--- src/rtl/serial_sub_pkg.sv ---
// Shared types and defaults for the bit-serial subtractor controller.
// Holds the FSM encoding and the default operand width.
package serial_sub_pkg;

  localparam int DEF_WIDTH = 4;

  typedef enum logic [1:0] {
    IDLE = 2'd0,
    RUN  = 2'd1,
    DONE = 2'd2
  } state_t;

endpackage

--- src/rtl/full_sub_cell.sv ---
// 1-bit full subtractor, purely combinational (zero latency).
// No handshake: the controller steers one bit pair per cycle through it.
module full_sub_cell (
  input  logic a,
  input  logic b,
  input  logic bin,
  output logic d,
  output logic bout
);

  assign d    = a ^ b ^ bin;
  assign bout = (~a & b) | (~(a ^ b) & bin);

endmodule

--- src/rtl/serial_sub_ctrl.sv ---
// Bit-serial a - b through one shared full_sub_cell, LSB first; done pulses WIDTH+1 cycles after start.
// start is ignored outside IDLE; optional zero/lt flags under SERIAL_SUB_FLAGS_EN.
module serial_sub_ctrl
  import serial_sub_pkg::*;
#(
  parameter int WIDTH = DEF_WIDTH,
  parameter int CNT_W = $clog2(WIDTH) + 1
) (
  input  logic             clk,
  input  logic             reset,
  input  logic             start,
  input  logic [WIDTH-1:0] a,
  input  logic [WIDTH-1:0] b,
  output logic             busy,
  output logic             done,
  output logic [WIDTH-1:0] s,
  output logic             borrow
`ifdef SERIAL_SUB_FLAGS_EN
  ,
  output logic             zero,
  output logic             lt
`endif
);

  localparam logic [CNT_W-1:0] LAST_BIT = CNT_W'(WIDTH - 1);

  state_t           state;
  state_t           state_nxt;
  logic             load;
  logic             run;
  logic             last;
  logic [WIDTH-1:0] ar;
  logic [WIDTH-1:0] br;
  logic [CNT_W-1:0] cnt;
  logic             brw;
  logic             cell_d;
  logic             cell_bout;
  logic [WIDTH-1:0] s_shift;

  full_sub_cell u_cell (
    .a    (ar[0]),
    .b    (br[0]),
    .bin  (brw),
    .d    (cell_d),
    .bout (cell_bout)
  );

  assign last    = (cnt == LAST_BIT);
  assign s_shift = {cell_d, s[WIDTH-1:1]};

  always_ff @(posedge clk) begin
    if (reset) begin
      state <= IDLE;
    end else begin
      state <= state_nxt;
    end
  end

  // The unused encoding falls into the default arm and behaves as IDLE.
  always_comb begin
    state_nxt = state;
    load      = 1'b0;
    run       = 1'b0;
    busy      = 1'b0;
    done      = 1'b0;
    case (state)
      RUN: begin
        busy = 1'b1;
        run  = 1'b1;
        if (last) begin
          state_nxt = DONE;
        end
      end
      DONE: begin
        done      = 1'b1;
        state_nxt = IDLE;
      end
      default: begin
        state_nxt = IDLE;
        if (start) begin
          load      = 1'b1;
          state_nxt = RUN;
        end
      end
    endcase
  end

  always_ff @(posedge clk) begin
    if (reset) begin
      ar     <= '0;
      br     <= '0;
      cnt    <= '0;
      brw    <= 1'b0;
      s      <= '0;
      borrow <= 1'b0;
    end else if (load) begin
      ar     <= a;
      br     <= b;
      cnt    <= '0;
      brw    <= 1'b0;
      s      <= '0;
      borrow <= 1'b0;
    end else if (run) begin
      ar  <= ar >> 1;
      br  <= br >> 1;
      cnt <= cnt + CNT_W'(1);
      brw <= cell_bout;
      s   <= s_shift;
      if (last) begin
        borrow <= cell_bout;
      end
    end
  end

`ifdef SERIAL_SUB_FLAGS_EN
  // Flags are captured alongside the final bit so they hold exactly as long as s.
  always_ff @(posedge clk) begin
    if (reset || load) begin
      zero <= 1'b0;
      lt   <= 1'b0;
    end else if (run && last) begin
      zero <= (s_shift == '0);
      lt   <= cell_bout;
    end
  end
`endif

endmodule

--- config.mk ---
export PLATFORM = sky130hd
export DESIGN_NAME = serial_sub_ctrl
export DESIGN_NICKNAME = d
export VERILOG_FILES = /design/src/rtl/serial_sub_pkg.sv /design/src/rtl/full_sub_cell.sv /design/src/rtl/serial_sub_ctrl.sv
export SDC_FILE = /design/constraint.sdc
export NUM_CORES = 1
export LEC_CHECK = 0
export CAP_MARGIN = 20
export CELL_PAD_IN_SITES_DETAIL_PLACEMENT = 1
export CELL_PAD_IN_SITES_GLOBAL_PLACEMENT = 1
export CORE_MARGIN = 1
export CORE_UTILIZATION = 36
export DETAILED_ROUTE_END_ITERATION = 8
export PLACE_DENSITY = 0.84
export RECOVER_POWER = 50
export SLEW_MARGIN = 20
export SYNTH_ARGS = -nofsm -noshare
export SYNTH_HDL_FRONTEND = slang
export SYNTH_SLANG_ARGS = --single-unit
--- constraint.sdc ---
create_clock -name clk -period 1.8 [get_ports clk]
set_input_delay 0.36 -clock clk [delete_from_list [all_inputs] [get_ports clk]]
set_output_delay 0.36 -clock clk [all_outputs]
set_load 0.01 [all_outputs]
==> qor.txt <==
run status: finished clean
number of failing setup endpoints in the final timing report: 0
worst setup slack before clock tree synthesis: 0.339 ns
number of sinks driven by the clock tree: 19
commonest cells in the netlist: sky130_fd_sc_hd__dfxtp_1 (19), sky130_fd_sc_hd__nor2_1 (16), sky130_fd_sc_hd__mux2i_1 (12)
CTS max path bufs: 2
most used standard cell by instance count after synthesis: sky130_fd_sc_hd__dfxtp_1
Cell variety after synth: 19
Global Route Usage Sum: 13.8%
Vert. Die Dim: 49.9 um
filler cell count in the final layout: 238
buffers added on ports: 17
Clock Latency Late Sink: 0.29 ns
peak supply drop: 0.360 mV
core area: 2060 um2
number of max-slew violations in the final report: 0
sum of negative setup slack: 0 ns
Avg Inst Size Synth: 9.73 um2
highest clock rate: 587 MHz
number of standard-cell rows in the floorplan: 16
hpwl dp: 1190 um
total of flip-flops plus latches after synthesis: 19
final core utilization: 50.9%
clock-pin transition on the worst setup and hold timing paths: 0.11 ns
RSZ-0062 raised after global routing: no
number of standard cells after synthesis: 85
amount of wire on met2 after detailed routing: 739 um
antenna violations before repair: 0
Crit path required time: 1.44 ns
worst hold path type: reg -> reg
routed wirelength normalized by instance count: 11.7 um
number of flops mapped to enable cells by yosys: 0
clock root buffer master: sky130_fd_sc_hd__clkbuf_4
clock tree from TritonCTS: done
area share of the largest cell type after synthesis: 46.0%
wl on met1: 736 um
worst-case clock skew: 0.00877 ns
starting density of the core: 40.1%
slew of the pin with the lowest slew margin: 0.552 ns
minimum period implied by the final worst setup slack: 1.70 ns
Antenna Diode Count: 0
largest net degree at the start of global routing: 23
CP bufs+invs: 2
max-cap check violation count: 0
Seq/Total Area, Yosys: 46.0%
critical path's top delay family: buffers and inverters
detailed-route vias per instance: 4.91
Final Routed Wirelength: 1530 um
I/O pins: 18
Final Worst Setup Slack: 0.0966 ns
ANT nets after route: 0
uppermost routed layer: met3
final number of hold-violating endpoints: 0
CP max FO: 3
Area growth syn-to-layout: 26.9%
final period utilization: 94.6%
area leader, netlist: sky130_fd_sc_hd__dfxtp_1
dominant register cell in the synthesized netlist: sky130_fd_sc_hd__dfxtp_1
wire length of the first global-routing pass: 2630 um
Setup crit start kind: flop
post-layout instance area: 1050 um2
synthesized area: 827 um2
number of design rule violations left after detail routing: 0
slowest CP cell: sky130_fd_sc_hd__clkdlybuf4s50_1
relative max-transition margin: 63.2%
number of buffers inserted to repair setup after CTS: 0
DRT iter0 DRCs: 5
RD Place Congestion: 0.715
vias in the first global route: 623
PwrDens: 750 nW/um2
routed via count: 643
share of final-layout standard cells stronger than drive strength 1: 7.69%
leakage power figure: 0.000401 uW
critical path start-end classification: reg -> out
Pre-antenna DRT Iters: 2
net count reported at finish: 121
die area: 2490 um2
CTS Buf Count: 3
warning count from the yosys run: 0
longest individual stage delay on the worst path: 0.53 ns
leading cell types by total area after synthesis: sky130_fd_sc_hd__dfxtp_1 (46%), sky130_fd_sc_hd__mux2i_1 (15%), sky130_fd_sc_hd__a211oi_1 (7.3%)
Die X-Extent: 49.9 um
Max H-tree Level: 1
CP endpoint kind: output pin
global-route congestion overflow total: 0
total placed instance area: 1020 um2
data arrival at the endpoint of the critical path: 1.34 ns
Met3 Wirelength: 54 um
Synth async-reset ratio: 0%
Synth Net Count: 101
chain of cells forming the critical path: inv_1 > ha_1 > clkdlybuf4s50_1
flip-flops by register name, indices dropped and copies added, names as in the netlist:
signal	count
ar	4
borrow	1
br	4
brw	1
cnt	3
s	4
state	2
stage by stage:
stage,std cells,hold WS [ns],power [uW]
after floorplan,85,0.456,542
after global placement,127,0.454,581
after detailed placement,127,0.465,587
after CTS,131,0.479,800
after global routing,131,0.526,837
final,131,0.473,787
worst reg2reg max path, cell delays in order (launching register included):
cell and delay [ns]:
sky130_fd_sc_hd__dfxtp_2 0.35, sky130_fd_sc_hd__inv_1 0.05, sky130_fd_sc_hd__ha_1 0.15, sky130_fd_sc_hd__clkbuf_2 0.46
sky130_fd_sc_hd__mux2i_1 0.18, sky130_fd_sc_hd__a211oi_1 0.28
worst paths after layout:
| check | start | end | slack (ns) | cells after the start |
|---|---|---|---|---|
| worst max-delay path | state[0] | done | 0.1 | 3 |
| worst min-delay path | borrow | borrow | 0.47 | 2 |
| worst max register to register | state[1] | br[0] | 0.22 | 5 |
| worst min register to register | borrow | borrow | 0.47 | 2 |
per-layer routing:
layer	global-route usage, %	up-vias
met3	3.70	0
met4	2.86	0
met2	24.1	16
li1	-	328
met1	16.7	299
met5	0	-
report_power, final:
| group | leakage [uW] | internal, uW | switching (uW) |
|---|---|---|---|
| logic | 0.000229 | 63.6 | 57.3 |
| clock network | 0.0000150 | 86.0 | 126 |
| registers | 0.000156 | 441 | 12.5 |
| total | 0.000401 | 591 | 196 |
kinds of logic (layout without fill, tap and decap cells):
group	Yosys count	after routing	share of synthesized area, %
AND/OR/NAND/NOR	28	28	15.1
multiplexers	12	12	14.5
flip-flops	19	19	46.0
adder cells (fa/ha/maj)	5	5	8.47
XOR/XNOR	1	1	1.06
buffers and inverters	9	28	5.75
AO/OA/AOI/OAI	11	11	9.08
placed cells by master, fill, tap and decap left out, drive strengths merged:
cell	synthesis	final
dfxtp	19	19
nor2	16	16
clkdlybuf4s50	0	16
mux2i	12	12
a211oi	8	8
nand2	5	5
clkbuf	1	5
inv	4	4
ha	4	4
a21oi	3	3
nand2b	2	2
nand3b	2	2
buf	4	2
xnor2	1	1
and2	1	1
nor3b	1	1
nand3	1	1
fa	1	1
dlymetal6s2s	0	1
layout make-up:
type / instances / area, um2 / area share, %
clock buffer: 4 / 26.3 / 2.50
multi-input combinational: 57 / 399 / 38.0
tap: 27 / 33.8 / 3.22
sequential: 19 / 383 / 36.5
inverter: 4 / 15.0 / 1.43
timing repair buffer: 20 / 193 / 18.4
repair_timing:
action                                  in CTS  in global routing
hold endpoints to repair                     0                  0
pin swaps                                    0                  0
hold buffers                                 0                  0
cloned                                       0                  0
gates resized for setup                      1                  2
endpoints found under the setup margin       1                  2
Power figures use the tool's default switching activity.
